## config.mk

```make
export PLATFORM = sky130hd
export DESIGN_NAME = risc8_uart_rx
export DESIGN_NICKNAME = d
export VERILOG_FILES = /design/src/rtl/risc8_uart_rx_pkg.sv /design/src/rtl/uart_rx.sv /design/src/rtl/risc8_uart_rx.sv
export SDC_FILE = /design/constraint.sdc
export NUM_CORES = 1
export LEC_CHECK = 0
export ABC_AREA = 1
export CAP_MARGIN = 20
export CORE_ASPECT_RATIO = 0.5
export CORE_UTILIZATION = 55
export DETAILED_ROUTE_END_ITERATION = 10
export GPL_TIMING_DRIVEN = 0
export PLACE_DENSITY = 0.88
export SLEW_MARGIN = 10
export SYNTH_ARGS = -nofsm -noshare
export SYNTH_HDL_FRONTEND = slang
export SYNTH_SLANG_ARGS = --single-unit
```

## constraint.sdc

```tcl
create_clock -name clk -period 3.2 [get_ports clk]
set_clock_uncertainty 0.15 [all_clocks]
set_input_delay 0.48 -clock clk [delete_from_list [all_inputs] [get_ports clk]]
set_output_delay 0.48 -clock clk [all_outputs]
set_load 0.05 [all_outputs]
```

## src/rtl/risc8_uart_rx_pkg.sv

```systemverilog
// Shared definitions for the risc8 UART receive peripheral: register offsets,
// STATUS bit positions, reset values and the receiver FSM state encoding.
package risc8_uart_rx_pkg;

    localparam logic [6:0] REG_RXDATA = 7'd0;
    localparam logic [6:0] REG_STATUS = 7'd1;
    localparam logic [6:0] REG_BAUD   = 7'd2;

    localparam int STAT_READY   = 0;
    localparam int STAT_OVERRUN = 1;
    localparam int STAT_FERR    = 2;

    localparam logic [7:0] BAUD_RESET = 8'h05;

    typedef enum logic [2:0] {
        ST_IDLE      = 3'd0,
        ST_START     = 3'd1,
        ST_DATA      = 3'd2,
        ST_STOP      = 3'd3,
        ST_WAIT_HIGH = 3'd4
    } rx_state_e;

endpackage

```

## src/rtl/uart_rx.sv

```systemverilog
// 8N1 deserializer: 2-flop input synchronizer, bit-period counter and
// LSB-first shift register. Emits one-cycle strobes on stop-bit evaluation.
module uart_rx
    import risc8_uart_rx_pkg::*;
(
    input  logic       clk,
    input  logic       reset,
    input  logic       rx_in,
    input  logic [7:0] div,
    output logic       rx_strobe,
    output logic [7:0] rx_data,
    output logic       frame_err_strobe,
    output logic [2:0] state
);

    logic      sync1_q, sync2_q;
    logic      rxs;
    rx_state_e state_q, state_d;
    logic [7:0] cnt_q, cnt_d;
    logic [2:0] bit_q, bit_d;
    logic [7:0] shift_q, shift_d;
    logic       cnt_zero;

    assign rxs      = sync2_q;
    assign cnt_zero = (cnt_q == 8'd0);

    always_ff @(posedge clk or posedge reset) begin
        if (reset) begin
            sync1_q <= 1'b1;
            sync2_q <= 1'b1;
            state_q <= ST_IDLE;
            cnt_q   <= 8'd0;
            bit_q   <= 3'd0;
            shift_q <= 8'd0;
        end else begin
            sync1_q <= rx_in;
            sync2_q <= sync1_q;
            state_q <= state_d;
            cnt_q   <= cnt_d;
            bit_q   <= bit_d;
            shift_q <= shift_d;
        end
    end

    // The counter free-runs down to zero; every state only acts on zero, so
    // any div value (including 0) always makes progress.
    always_comb begin
        state_d = state_q;
        cnt_d   = cnt_q;
        bit_d   = bit_q;
        shift_d = shift_q;
        if (!cnt_zero) begin
            cnt_d = cnt_q - 8'd1;
        end
        case (state_q)
            ST_IDLE: begin
                if (!rxs) begin
                    cnt_d   = {1'b0, div[7:1]};
                    state_d = ST_START;
                end
            end
            ST_START: begin
                if (cnt_zero) begin
                    if (!rxs) begin
                        cnt_d   = div;
                        bit_d   = 3'd0;
                        state_d = ST_DATA;
                    end else begin
                        state_d = ST_IDLE;
                    end
                end
            end
            ST_DATA: begin
                if (cnt_zero) begin
                    shift_d = {rxs, shift_q[7:1]};
                    cnt_d   = div;
                    bit_d   = bit_q + 3'd1;
                    if (bit_q == 3'd7) begin
                        state_d = ST_STOP;
                    end
                end
            end
            ST_STOP: begin
                if (cnt_zero) begin
                    state_d = rxs ? ST_IDLE : ST_WAIT_HIGH;
                end
            end
            ST_WAIT_HIGH: begin
                // A break holds the line low; wait for idle so it is not seen as a new start.
                if (rxs) begin
                    state_d = ST_IDLE;
                end
            end
            default: state_d = ST_IDLE;
        endcase
    end

    always_comb begin
        rx_strobe        = (state_q == ST_STOP) && cnt_zero && rxs;
        frame_err_strobe = (state_q == ST_STOP) && cnt_zero && !rxs;
        rx_data          = shift_q;
        state            = state_q;
    end

endmodule

```

## src/rtl/risc8_uart_rx.sv

```systemverilog
// risc8 UART receive peripheral: RXDATA/STATUS/BAUD registers on the IO bus
// wrapped around the uart_rx deserializer.
module risc8_uart_rx
    import risc8_uart_rx_pkg::*;
#(
    parameter logic [6:0] BASE = 7'h30
) (
    input  logic       clk,
    input  logic       reset,
    input  logic       ren,
    input  logic       wen,
    input  logic [6:0] addr,
    input  logic [7:0] wdata,
    output logic [7:0] rdata,
    output logic       valid,
    input  logic       rx_in,
    output logic [2:0] dbg_state
);

    logic [7:0] rxdata_q, rxdata_d;
    logic       rx_ready_q, rx_ready_d;
    logic       overrun_q, overrun_d;
    logic       frame_err_q, frame_err_d;
    logic [7:0] baud_q, baud_d;
    logic [7:0] rdata_q, rdata_d;
    logic       valid_q, valid_d;

    logic       rx_strobe, frame_err_strobe;
    logic [7:0] rx_data;
    logic [6:0] off;
    logic       hit, rd_rxdata, wr_status, wr_baud;
    logic [7:0] status;

    uart_rx u_uart_rx (
        .clk              (clk),
        .reset            (reset),
        .rx_in            (rx_in),
        .div              (baud_q),
        .rx_strobe        (rx_strobe),
        .rx_data          (rx_data),
        .frame_err_strobe (frame_err_strobe),
        .state            (dbg_state)
    );

    always_ff @(posedge clk or posedge reset) begin
        if (reset) begin
            rxdata_q    <= 8'd0;
            rx_ready_q  <= 1'b0;
            overrun_q   <= 1'b0;
            frame_err_q <= 1'b0;
            baud_q      <= BAUD_RESET;
            rdata_q     <= 8'd0;
            valid_q     <= 1'b0;
        end else begin
            rxdata_q    <= rxdata_d;
            rx_ready_q  <= rx_ready_d;
            overrun_q   <= overrun_d;
            frame_err_q <= frame_err_d;
            baud_q      <= baud_d;
            rdata_q     <= rdata_d;
            valid_q     <= valid_d;
        end
    end

    always_comb begin
        off       = addr - BASE;
        hit       = (off < 7'd3);
        rd_rxdata = ren && (off == REG_RXDATA);
        wr_status = wen && (off == REG_STATUS);
        wr_baud   = wen && (off == REG_BAUD);

        status               = 8'd0;
        status[STAT_READY]   = rx_ready_q;
        status[STAT_OVERRUN] = overrun_q;
        status[STAT_FERR]    = frame_err_q;
    end

    // Clears are applied first so a same-cycle hardware set or delivery wins.
    always_comb begin
        rxdata_d    = rxdata_q;
        rx_ready_d  = rx_ready_q;
        overrun_d   = overrun_q;
        frame_err_d = frame_err_q;
        baud_d      = baud_q;

        if (rd_rxdata) begin
            rx_ready_d = 1'b0;
        end
        if (wr_status) begin
            if (wdata[STAT_OVERRUN]) overrun_d = 1'b0;
            if (wdata[STAT_FERR])    frame_err_d = 1'b0;
        end
        if (wr_baud) begin
            baud_d = wdata;
        end
        if (rx_strobe) begin
            if (!rx_ready_q || rd_rxdata) begin
                rxdata_d   = rx_data;
                rx_ready_d = 1'b1;
            end else begin
                overrun_d = 1'b1;
            end
        end
        if (frame_err_strobe) begin
            frame_err_d = 1'b1;
        end
    end

    always_comb begin
        valid_d = 1'b0;
        rdata_d = rdata_q;
        if (ren && hit) begin
            valid_d = 1'b1;
            case (off)
                REG_RXDATA: rdata_d = rxdata_q;
                REG_STATUS: rdata_d = status;
                default:    rdata_d = baud_q;
            endcase
        end
    end

    assign rdata = rdata_q;
    assign valid = valid_q;

endmodule
```

* Word level (Yosys, flattened, before mapping)
Cells that the tools add are included.
Operators by class: add/sub/neg operators 3, $lt $le $gt $ge 1, equal/unequal tests 14, multiplexer cells 31, reductions and logical operators 21
Operator list (count):
- 8-bit 2-to-1 mux | 5
- 3-bit 2-to-1 mux | 10
- 8-bit case mux with 3 select lines | 1
- 8-bit case mux with 2 select lines | 1
- 3-bit case mux with 5 select lines | 1
- 1-bit 2-to-1 mux | 11
- 2-bit by 1-bit inequality test with 1-bit output, second input constant | 5
- 8-bit logical NOT | 1
- 8-bit by 1-bit subtractor with 8-bit output, second input constant | 1
- 7-bit by 1-bit equality test with 1-bit output, second input constant | 1
- 7-bit by 2-bit equality test with 1-bit output, second input constant | 1
- 1-bit logical AND | 7
- 7-bit logical NOT | 1
- 7-bit by 2-bit < comparator with 1-bit output, second input constant | 1
- 7-bit by 6-bit subtractor with 7-bit output, second input constant | 1
- 3-bit by 2-bit equality test with 1-bit output, second input constant | 2
- 3-bit equality test, second input constant | 2
- 3-bit case mux with 2 select lines | 1
- 2-bit AND reduction | 3
- 6-bit AND reduction | 1
- 2-bit nonzero test | 3
- 2-bit inequality test, second input constant | 2
- 4-bit AND reduction | 1
- 3-bit by 1-bit adder with 3-bit output, second input constant | 1
- 5 further kinds | 6
Word-level totals: register bits 52, input bits 20, output and inout bits 12, word-level logic and storage cells 83

* Depth between registers and ports, before layout
depth in word-level cells 6, mapped depth 10, gate-level depth less buffers 10

* Modules after synthesis
From an unflattened synthesis, not the netlist that was laid out.
Second synthesis, totals: cell total of the unflattened synthesis 343, area, all modules 2921.6 µm²
Modules (own cells, without submodules):
- uart_rx | times used 1, cells each 181, area each 1490.2 µm², seq. area each 603.1 µm²
- risc8_uart_rx | times used 1, cells each 162, area each 1431.4 µm², seq. area each 703.2 µm²

* Least setup slack after synthesis
OpenSTA, ideal clock, no wires.
kind input to register, from input addr[4], to register rdata_q[7] (netlist: rdata[7]), setup time 0.077 ns, data arrival time 1.778 ns, required time 2.973 ns, setup slack 1.195 ns, cell stages on the path 7, path buffers 1, path through ha_1 ha_1 or2_1 nor3_4 buf_4 nor2_1 a21oi_1
On the way: longest elaborated chain between the ends 3, elaborated cells between the ends (all ways) 6, classes of those cells add/sub (1); order compare (1); eq/ne (1); mux (1); reduce/logical (2)
RTL lines:
- from (decl) | line risc8_uart_rx.sv:12 | input logic [6:0] addr,
- 7-bit by 6-bit subtractor with 7-bit output (*) | line risc8_uart_rx.sv:66 | off = addr - BASE;
- 7-bit by 2-bit < comparator with 1-bit output (tied with other cells) | line risc8_uart_rx.sv:67 | hit = (off < 7'd3);
- 1-bit logical AND or 8-bit case mux with 2 select lines (tied branches) | line risc8_uart_rx.sv:112, risc8_uart_rx.sv:114
- to (signal assigned) | line risc8_uart_rx.sv:60 | rdata_q <= rdata_d;
- to (decl) | line risc8_uart_rx.sv:25 | logic [7:0] rdata_q, rdata_d;
Mark *: on every way between the ends. The rest lies on a longest branch, timed or not. A chain may end at the register's enable or synchronous reset.

* Worst setup path in the final report
Ends and elaborated chain as after synthesis.

==> flow_summary_export.csv <==
group,metric,value,unit
drt,dr_total_vias,2353,
timing,fin_crit,2.32,ns
global_route,antenna_found_initial,0,
placement,dpl_cell_area,3140,um2
worst_setup_path,setup.worst_path.end,"rdata[7]$_DFFE_PP0P_",
finish,drive_gt1_share,12.9,%
logic_synthesis,yosysTopAreaCellShare,44.0,%
floorplanning,placementRows,17,
drt,wl_per_cell,14.5,um
clock_network,clk_pin_slew,0.10,ns
power,p_per_area,621,nW/um2
timing,slew_violations,0,
placement,preCtsSetupSlack,0.582,ns
global_route,grt_start_max_net_pins,32,
floorplanning,io_pins,32,
timing,finalSetupTns,0,ns
timing,fmax,431,MHz
logic_synthesis,synth_edf_count,0,
placement,hpwl,4620,um
logic_synthesis,ys_types,32,
finish,fin_nets,388,
drt,drt_iter0_drc,170,
power,irDropWorstVdd,405,uV
timing,finalHoldViolations,0,
worst_setup_path,r2r_slack,1.28,ns
drt,avgViaCountPerCell,5.48,
floorplanning,die_w,102,um
timing,slew_headroom,65.2,%
logic_synthesis,synth_top_area_cell,"dfrtp_1",
timing,setup_viol,0,
timing,finalWorstSetupSlack,0.882,ns
worst_setup_path,crit_path_start_kind,"input pin",
global_route,grtUsageTotal,26.4,%
worst_setup_path,startpoint,"addr[4]",
floorplanning,core-area,4570,um2
logic_synthesis,synth-seq-cells,52,
drt,wl,6240,um
worst_setup_path,r2r_cells,8,
worst_setup_path,r2r_start,"u_uart_rx.cnt_q[0]$_DFF_PP0_",
logic_synthesis,synthArstFlopShare,100,%
finish,multi_input_area,1200,um2
logic_synthesis,synthCells,323,
logic_synthesis,synthTopCellsByArea,"dfrtp_1 (44%), nand2_1 (9.1%), inv_1 (5.6%)",
clock_network,clockBufferDepth,2,
drt,drc,0,
finish,finalCoreUtilization,70.8,%
clock_network,clock_latency,0.31,ns
logic_synthesis,yosys_most_used_dff,"dfrtp_1",
global_route,grt_pass1_wl,10400,um
clock_network,cts_made_buffers,5,
logic_synthesis,synth_area_per_cell,8.46,um2
finish,antennaDiodeCount,0,
global_route,grt_pass1_vias,2340,
finish,ff_latch_area,1310,um2
floorplanning,initial_core_util,59.7,%
worst_setup_path,critPathMaxFanout,10,
finish,syn2layout_area_growth,18.5,%
timing,fin_crit_sh,72.4,%
timing,tightestPinTransition,0.521,ns
clock_network,cts_sinks,52,
worst_setup_path,r2r-end,"rxdata_q[3]$_DFFE_PP0P_",
power,p_leak,1.57,nW
logic_synthesis,seq_area_frac_synth,47.8,%
floorplanning,die_area,5270,um2
placement,gp_congestion,0.901,
drt,drt_pass1_iterations,5,
worst_setup_path,crit_type,"input pin to register",
clock_network,htree_levels,2,
floorplanning,die_y,51.8,um
clock_network,cts_tree,"built",
clock_network,cts-resized-gates,0,
finish,design_area,3240,um2
clock_network,cts_hold_buf,0,
logic_synthesis,syn_area,2730,um2
drt,ant_nets,0,
finish,fill_cells,329,
logic_synthesis,yosysWarnings,0,
worst_setup_path,required,3.28,ns
timing,rsz0062_at_grt,"false",
worst_setup_path,worstPathArrival,2.40,ns
clock_network,postCtsSetupRepairBufs,0,
worst_hold_path,hold_class,"register to register",
status,status,"complete, no violations",
clock_network,ctsRootBufferMaster,"clkbuf_8",
placement,port_buffers,31,
global_route,grt_overflow_total,0,
logic_synthesis,synth_fp_nets,349,
flow_run,drv_cap,0,
worst_setup_path,cp-end-kind,"register",
==> worst max-delay path: stages <==
cell	delay [ns]
clkdlybuf4s50_1	0.43
ha_1	0.22
ha_1	0.26
or2_1	0.24
nor3_4	0.36
buf_4	0.24
nor2_1	0.06
a21oi_1	0.11
==> stage by stage <==
step / hold slack (ns) / power, W / instances
after floorplan: 0.195 / 0.00138 / 323
after global placement: 0.197 / 0.00156 / 420
after detailed placement: 0.200 / 0.00160 / 421
after CTS: 0.203 / 0.00199 / 429
after global routing: 0.212 / 0.00212 / 429
final: 0.204 / 0.00201 / 429
==> registers in the layout (all words and copies together) (netlist names), 3 cells and up <==
name,cells
rdata,8
rxdata_q,8
u_uart_rx.cnt_q,8
u_uart_rx.state,3
baud_q,8
u_uart_rx.rx_data,8
u_uart_rx.bit_q,3
==> metal layers <==
layer	share of wire [%]	routed length (um)	vias to the layer above	global-route usage, %
li1	-	-	1120	-
met1	43	2690	1128	33.1
met2	49	3040	88	44.8
met3	6.0	374	17	5.51
met4	2.2	136	0	11.6
met5	0	0	-	0
==> area by class of cell <==
class	count	share of cell area, %
Sequential cell	52	40.4
Multi-Input combinational cell	219	37.2
Timing Repair Buffer	32	10.2
Inverter	44	5.10
Clock buffer	6	2.55
Tap cell	66	2.55
Buffer	8	1.70
Clock inverter	2	0.309
==> cells in the final DEF (no fill, tap or decap), drive strengths merged <==
cell / n
nand3b: 1
dfrtp: 48
clkinv: 2
nand4: 5
a22oi: 5
a21oi: 13
buf: 7
inv: 44
nor2: 43
nand2: 71
o22ai: 2
ha: 6
dfstp: 4
xor2: 3
clkbuf: 8
nand3: 29
nor3: 1
o21ai: 28
o211ai: 4
mux2: 7
clkdlybuf4s50: 31
or2: 1
==> how the worst min path moves through the flow <==
stage / start / to / slack (ns) / depth (start not counted)
floorplan: u_uart_rx.sync1_q$_DFF_PP1_ / u_uart_rx.rxs$_DFF_PP1_ / 0.20 / 0
global placement: u_uart_rx.sync1_q$_DFF_PP1_ / u_uart_rx.rxs$_DFF_PP1_ / 0.20 / 0
detailed placement: u_uart_rx.sync1_q$_DFF_PP1_ / u_uart_rx.rxs$_DFF_PP1_ / 0.20 / 0
CTS: u_uart_rx.sync1_q$_DFF_PP1_ / u_uart_rx.rxs$_DFF_PP1_ / 0.20 / 0
global route: u_uart_rx.sync1_q$_DFF_PP1_ / u_uart_rx.rxs$_DFF_PP1_ / 0.21 / 0
finish: u_uart_rx.sync1_q$_DFF_PP1_ / u_uart_rx.rxs$_DFF_PP1_ / 0.20 / 0
==> cells by family (layout without fill, tap and decap cells) <==
group	count (synthesis)	count (layout)	synth area share [%]
compound gates	52	52	11.1
xor+xnor	3	3	0.962
fa+ha+maj	6	6	2.75
buf+inv	52	92	8.06
flops	52	52	47.8
mux	7	7	2.89
simple gates	151	151	26.4
==> synth_stat cells (2+ instances only) <==
cell	instances
a21oi_1	12
a22oi_1	5
buf_2	2
buf_4	2
buf_6	2
clkbuf_1	2
dfrtp_1	48
dfstp_2	4
ha_1	6
inv_1	41
inv_2	3
mux2_2	7
nand2_1	66
nand2_2	4
nand3_1	27
nand3_4	2
nand4_1	5
nor2_1	37
nor2_2	2
nor2_4	3
o211ai_1	4
o21ai_0	25
o21ai_2	2
o22ai_1	2
xor2_1	3
==> where the power goes <==
part	total (W)	internal (W)	switching (W)	leakage (nW)
clock network	0.000394	0.000173	0.000221	0.0510
logic	0.000770	0.000268	0.000502	0.874
registers	0.000845	0.000762	0.0000829	0.640
total	0.00201	0.00120	0.000806	1.57
No activity file was read; power rests on OpenSTA's default activity.
==> variant 1 (same settings) <==
`rxdata_q` and `rdata_q` no longer have a reset.
--- a/src/rtl/risc8_uart_rx.sv
+++ b/src/rtl/risc8_uart_rx.sv
@@ -44,22 +44,23 @@
 
     always_ff @(posedge clk or posedge reset) begin
         if (reset) begin
-            rxdata_q    <= 8'd0;
             rx_ready_q  <= 1'b0;
             overrun_q   <= 1'b0;
             frame_err_q <= 1'b0;
             baud_q      <= BAUD_RESET;
-            rdata_q     <= 8'd0;
             valid_q     <= 1'b0;
         end else begin
-            rxdata_q    <= rxdata_d;
             rx_ready_q  <= rx_ready_d;
             overrun_q   <= overrun_d;
             frame_err_q <= frame_err_d;
             baud_q      <= baud_d;
-            rdata_q     <= rdata_d;
             valid_q     <= valid_d;
         end
+    end
+
+    always_ff @(posedge clk) begin
+        rxdata_q <= rxdata_d;
+        rdata_q  <= rdata_d;
     end
 
     always_comb begin
Function: changed (Yosys sat finds a counterexample within 4 cycles, from zero or initial values and one cycle with reset high).
==> variant 1 against the unedited design <==
- wire length shrank 12%
- synthesized area down 6.1%
- first-iteration DRC count increased by 1.8%
- power is 12% lower
- final area fell by 6.0%
- sequential share of layout area up 5.2 points
- sequential cell count stayed put
- critical path depth is 1 lower
- setup slack got worse by 380 ps
- non-clock buffer count down 3
- critical path type unchanged
- largest cell class unchanged
- largest power group unchanged
- highest routed layer unchanged
==> variant 1: results (changes against the unedited design) <==
- The run finished with clean final reports.
- The most used routing layer in global routing is met2.
- The count of instances resized after the clock tree is built is 0 (unchanged).
- The cell area after placement is 2957 sq um (-6.0%).
- The synthesized netlist net count was 312 (-11%).
- The static leakage is 1.477 nW (-5.6%).
- The peak supply drop is 0.0003626 V (-10%).
- The unique cell type count in the Yosys netlist is 30 (-6.3%).
- The first-pass GRT wire length is 8.970 mm (-14%).
- The met1 routing resource usage after global routing was 33.33% (+0.21 points).
- The number of levels in the clock H-tree was 2 (unchanged).
- The finished layout cell area is 3042 sq um (-6.0%).
- Sorting the synthesized cells by area gives the leading types as sky130_fd_sc_hd__dfrtp_1 31%, sky130_fd_sc_hd__edfxtp_1 19%, sky130_fd_sc_hd__nand2_1 11%.
- The arrival time reported for the critical path endpoint is 2500 ps (+100 ps).
- After synthesis, the most frequently instantiated cells are 72 x sky130_fd_sc_hd__nand2_1, 36 x sky130_fd_sc_hd__inv_1, 32 x sky130_fd_sc_hd__dfrtp_1.
- The number of buffers inserted by post-CTS setup repair is 0 (unchanged).
- The clock latency of the later-clocked register in the worst-skew pair is 310 ps (about the same).
- The final HPWL from detailed placement is 4.117 mm (-11%).
- The total routing usage reported by global routing was 24.17% (-2.2 points).
- The buffer depth of the longest clock path is 2 (unchanged).
- The number of enable flip-flop cells after synthesis is 16 (+16).
- The relative max-transition margin is 50.77% (-14 points).
- The final-layout fill cell count is 302 (-8.2%).
- The count of antenna diodes in the layout is 0 (unchanged).
- The largest net degree at the start of global routing is 37 (+16%).
- The routed via count divided by cell count was 5.298 (-3.4%).
- The clock sink count is 52 (unchanged).
- In this run the worst hold path is classified as flip-flop to flip-flop.
- The most used flip-flop cell after synthesis is sky130_fd_sc_hd__dfrtp_1.
- The number of warnings issued by yosys was 0 (unchanged).
- The length of the first detailed-routing pass in iterations was 4 (-1).
- The worst-path maximum fanout is 9 (-1).
- The number of port buffers is 31 (unchanged).
- The number of nets in the finished design is 351 (-9.5%).
- The final weighted congestion of routability-driven global placement was 0.9178 (+1.9%).
- The clock-pin slew on the worst setup and hold paths is 90 ps.
- The number of CTS-inserted buffers is 5 (unchanged).
- The DRC marker count from the first detailed-route iteration is 173 (+1.8%).
- The met3 routing resource usage after global routing is 5.710% (+0.20 points).
- The fraction of the yosys area taken by sequential cells is 54.08% (+6.3 points).
- The share of flip-flops with an asynchronous set or reset came to 69.23% (-31 points).
- The sum of routed wire length over all layers is 5.460 mm (-12%).
- The initial antenna violation count came to 0 (unchanged).
- The number of hold buffers added after CTS is 0 (unchanged).
- The via count of the first global-routing pass is 1904 (-19%).
- The fraction of final layout cells sized beyond drive strength 1 is 10.12% (-2.8 points).
- CTS placed an instance of sky130_fd_sc_hd__clkbuf_8 at the clock tree root.
- The met2 routing resource usage after global routing is 38.03% (-6.8 points).
## variant 1: cell types whose count changed in the layout (fill, tap and decap cells not counted), moves of 6 or more
cell	change
sky130_fd_sc_hd__dfrtp_1	-16
sky130_fd_sc_hd__edfxtp_1	+16
sky130_fd_sc_hd__nor2_1	-8
sky130_fd_sc_hd__mux2_2	-6
sky130_fd_sc_hd__mux2_4	+6
sky130_fd_sc_hd__nand2_1	+6
## variant 1: final timing paths
check	endpoint	depth (start not counted)	slack (ps)	from
max in group asynchronous	u_uart_rx.cnt_q[4]$_DFF_PP0_	2	1970	reset
worst min register to register	u_uart_rx.rxs$_DFF_PP1_	0	210	u_uart_rx.sync1_q$_DFF_PP1_
worst max-delay path	rxdata_q[6]$_DFFE_PP_	7	500	addr[4]
worst max register to register	rxdata_q[6]$_DFFE_PP_	7	780	u_uart_rx.cnt_q[0]$_DFF_PP0_
worst min-delay path	u_uart_rx.rxs$_DFF_PP1_	0	210	u_uart_rx.sync1_q$_DFF_PP1_
min in group asynchronous	u_uart_rx.cnt_q[1]$_DFF_PP0_	2	460	reset
## variant 1: power by group
| group | internal, mW | switching (mW) |
|---|---|---|
| Clock | 0.153 | 0.220 |
| Combinational | 0.208 | 0.357 |
| Sequential | 0.760 | 0.0682 |
## variant 1: kinds of logic after synthesis
| group | share of synthesized area (%) |
|---|---|
| mux | 3.953 |
| simple gates | 23.04 |
| buf+inv | 6.686 |
| fa+ha+maj | 2.928 |
| compound gates | 8.980 |
| xor+xnor | 0.3417 |
| flops | 54.08 |
## variant 1: through the flow
stage | worst slack (ps) | cells
after floorplan | 765.0 | 286
after global placement | 25.74 | 374
after detailed placement | 140.0 | 375
after CTS | 476.7 | 383
after global routing | 327.5 | 383
final | 500.8 | 383
## variant 1: area by class of cell
class | instances | area [sq um] | share of cell area [%]
buffer | 5 | 32.53 | 1.070
clock buffer | 6 | 72.57 | 2.386
inverter | 37 | 138.9 | 4.566
timing repair buffer | 32 | 315.3 | 10.37
multi-input combinational | 192 | 1012 | 33.28
sequential | 52 | 1386 | 45.58
clock inverter | 2 | 12.51 | 0.4114
tap | 57 | 71.32 | 2.345
## variant 1: routing by layer
layer	wire length [um]	share of wire, %	vias up
met5	0	0	-
met4	79	1.4	0
li1	-	-	1016
met3	329	6.0	9
met1	2505	46	952
met2	2544	47	52
## variant 1: critical path, stage by stage
cell and delay, ps:
sky130_fd_sc_hd__clkdlybuf4s50_1 490, sky130_fd_sc_hd__ha_1 160, sky130_fd_sc_hd__ha_1 180, sky130_fd_sc_hd__nand3_1 180, sky130_fd_sc_hd__nor2_2 300, sky130_fd_sc_hd__nand2_1 110
sky130_fd_sc_hd__a21oi_1 590
==> variant 2 (same flow settings) <==
Made on the original files. Put a register stage on the output `dbg_state`, cleared by the reset. The value now appears one clock later. The other outputs are not delayed to match.
--- a/src/rtl/risc8_uart_rx.sv
+++ b/src/rtl/risc8_uart_rx.sv
@@ -16,6 +16,8 @@
     input  logic       rx_in,
     output logic [2:0] dbg_state
 );
+
+    logic [2:0] dbg_state_d;
 
     logic [7:0] rxdata_q, rxdata_d;
     logic       rx_ready_q, rx_ready_d;
@@ -39,7 +41,7 @@
         .rx_strobe        (rx_strobe),
         .rx_data          (rx_data),
         .frame_err_strobe (frame_err_strobe),
-        .state            (dbg_state)
+        .state            (dbg_state_d)
     );
 
     always_ff @(posedge clk or posedge reset) begin
@@ -122,4 +124,12 @@
     assign rdata = rdata_q;
     assign valid = valid_q;
 
+    always_ff @(posedge clk or posedge reset) begin
+        if (reset) begin
+            dbg_state <= '0;
+        end else begin
+            dbg_state <= dbg_state_d;
+        end
+    end
+
 endmodule
Behaviour: not the same (a bounded check fails within 4 cycles, from zero or initial values and one cycle with reset high).
==> variant 2 against the unedited design <==
- setup slack better by 190 ps
- core utilization is 0.46 points higher
- final area rose by 2.0%
- synthesized area increased by 2.6%
- maximum frequency is 8.7% higher
- wire length fell by 0.34%
- combinational power up 6.2%
- sequential cell count is 3 higher
- power is 6.4% higher
- largest power group unchanged
- highest routed layer unchanged
==> variant 2: results (changes against the unedited design) <==
- Tracing the worst setup path back leads to its startpoint at rdata[0]$_DFFE_PP0P_.
- Following the worst setup path forward leads to its endpoint at rdata[0].
- The unique cell type count in the Yosys netlist is 33 (+3.1%).
- The number of port buffers came to 30 (-3.2%).
- The arrival time reported for the critical path endpoint is 1500 ps (-900 ps).
- The via count of the first global-routing pass is 2278 (-2.6%).
- The routed via count divided by cell count is 5.560 (+1.4%).
- The DRC marker count from the first detailed-route iteration was 195 (+15%).
- The synthesized netlist net count came to 353 (+1.1%).
- The met2 layer wire length in the routed design was 2.934 mm (-3.6%).
- The synthesized instance count is 327 (+1.2%).
- The endpoint identified for the worst register-to-register timing path is u_uart_rx.cnt_q[0]$_DFF_PP0_.
- The fraction of the yosys area taken by sequential cells is 49.31% (+1.5 points).
- The internal power summed over all cells is 1.283 mW (+6.6%).
- The maximum cell stage delay along the critical path is 810 ps (+380 ps).
- The number of nets in the finished design is 391 (+0.77%).
- The final weighted congestion of routability-driven global placement came to 0.8991 (-0.21%).
- The routed length on met3 is 405 um (+8.3%).
- The run finished with clean final reports.
- After synthesis, the cell types taking the most area are sky130_fd_sc_hd__dfrtp_1 46%, sky130_fd_sc_hd__nand2_1 9.6%, sky130_fd_sc_hd__o21ai_0 5.2%.
- The detail-routed net length per standard cell is 14.39 um (-1.0%).
- The fraction of final layout cells sized beyond drive strength 1 is 14.21% (+1.3 points).
- The number of placed instances, taps included is 424 (+0.71%).
- The worst-path maximum fanout is 2 (-8).
- By count the netlist is led by 72 x sky130_fd_sc_hd__nand2_1, 51 x sky130_fd_sc_hd__dfrtp_1, 38 x sky130_fd_sc_hd__inv_1.
- The via total after detailed routing is 2402 (+2.1%).
- The routed length on met1 was 2.816 mm (+4.8%).
- The largest net degree at the start of global routing is 36 (+13%).
variant 2: area by class of cell:
type / instances / area [sq um]
plain buffers: 9 / 58.81
clock buffers: 6 / 82.58
clock inverters: 2 / 16.27
fillers: 357 / 1334
inverters: 43 / 161.4
multi-input cells: 220 / 1200
flip-flops and latches: 55 / 1381
well taps: 66 / 82.58
repair buffers: 31 / 320.3
variant 2: metal layers:
metal,vias to the layer above,GRT usage (%)
met5,-,0
met4,0,7.981
met3,8,4.533
met2,97,44.00
met1,1140,37.48
li1,1157,-
variant 2: how the worst min path moves through the flow:
stage / startpoint / to / slack [ps] / cells past startpoint
6_report: u_uart_rx.sync1_q$_DFF_PP1_ / u_uart_rx.rxs$_DFF_PP1_ / 210 / 0
5_1_grt: u_uart_rx.sync1_q$_DFF_PP1_ / u_uart_rx.rxs$_DFF_PP1_ / 220 / 0
4_1_cts: u_uart_rx.sync1_q$_DFF_PP1_ / u_uart_rx.rxs$_DFF_PP1_ / 210 / 0
3_5_place_dp: u_uart_rx.sync1_q$_DFF_PP1_ / u_uart_rx.rxs$_DFF_PP1_ / 200 / 0
3_3_place_gp: u_uart_rx.sync1_q$_DFF_PP1_ / u_uart_rx.rxs$_DFF_PP1_ / 200 / 0
2_1_floorplan: u_uart_rx.sync1_q$_DFF_PP1_ / u_uart_rx.rxs$_DFF_PP1_ / 200 / 0
variant 2: stage by stage:
stage	hold WS (ps)	area [sq um]	util, %	setup WS, ps
after CTS	211.6	3303	71.24	1072
final	213.0	3303	71.24	1068
after floorplan	195.2	2801	-	1234
after detailed placement	197.2	3204	69.10	746.6
after global routing	220.4	3303	71.24	954.5
after global placement	196.6	3184	68.67	326.5
variant 2: power by group through the flow:
stage	combinational [mW]	sequential (mW)	clock, mW
finish	0.818	0.905	0.415
global route	0.919	0.916	0.444
CTS	0.812	0.902	0.422
detailed placement	0.806	0.916	0
global placement	0.777	0.909	0
floorplan	0.451	1.04	0
variant 2: kinds of logic after synthesis:
family	after synthesis	synth area share, %
flip-flops	55	49.31
AO/OA/AOI/OAI	70	14.83
adder cells (fa/ha/maj)	6	2.680
multiplexers	1	0.4019
XOR/XNOR	1	0.3127
buffers and inverters	52	7.860
AND/OR/NAND/NOR	142	24.61
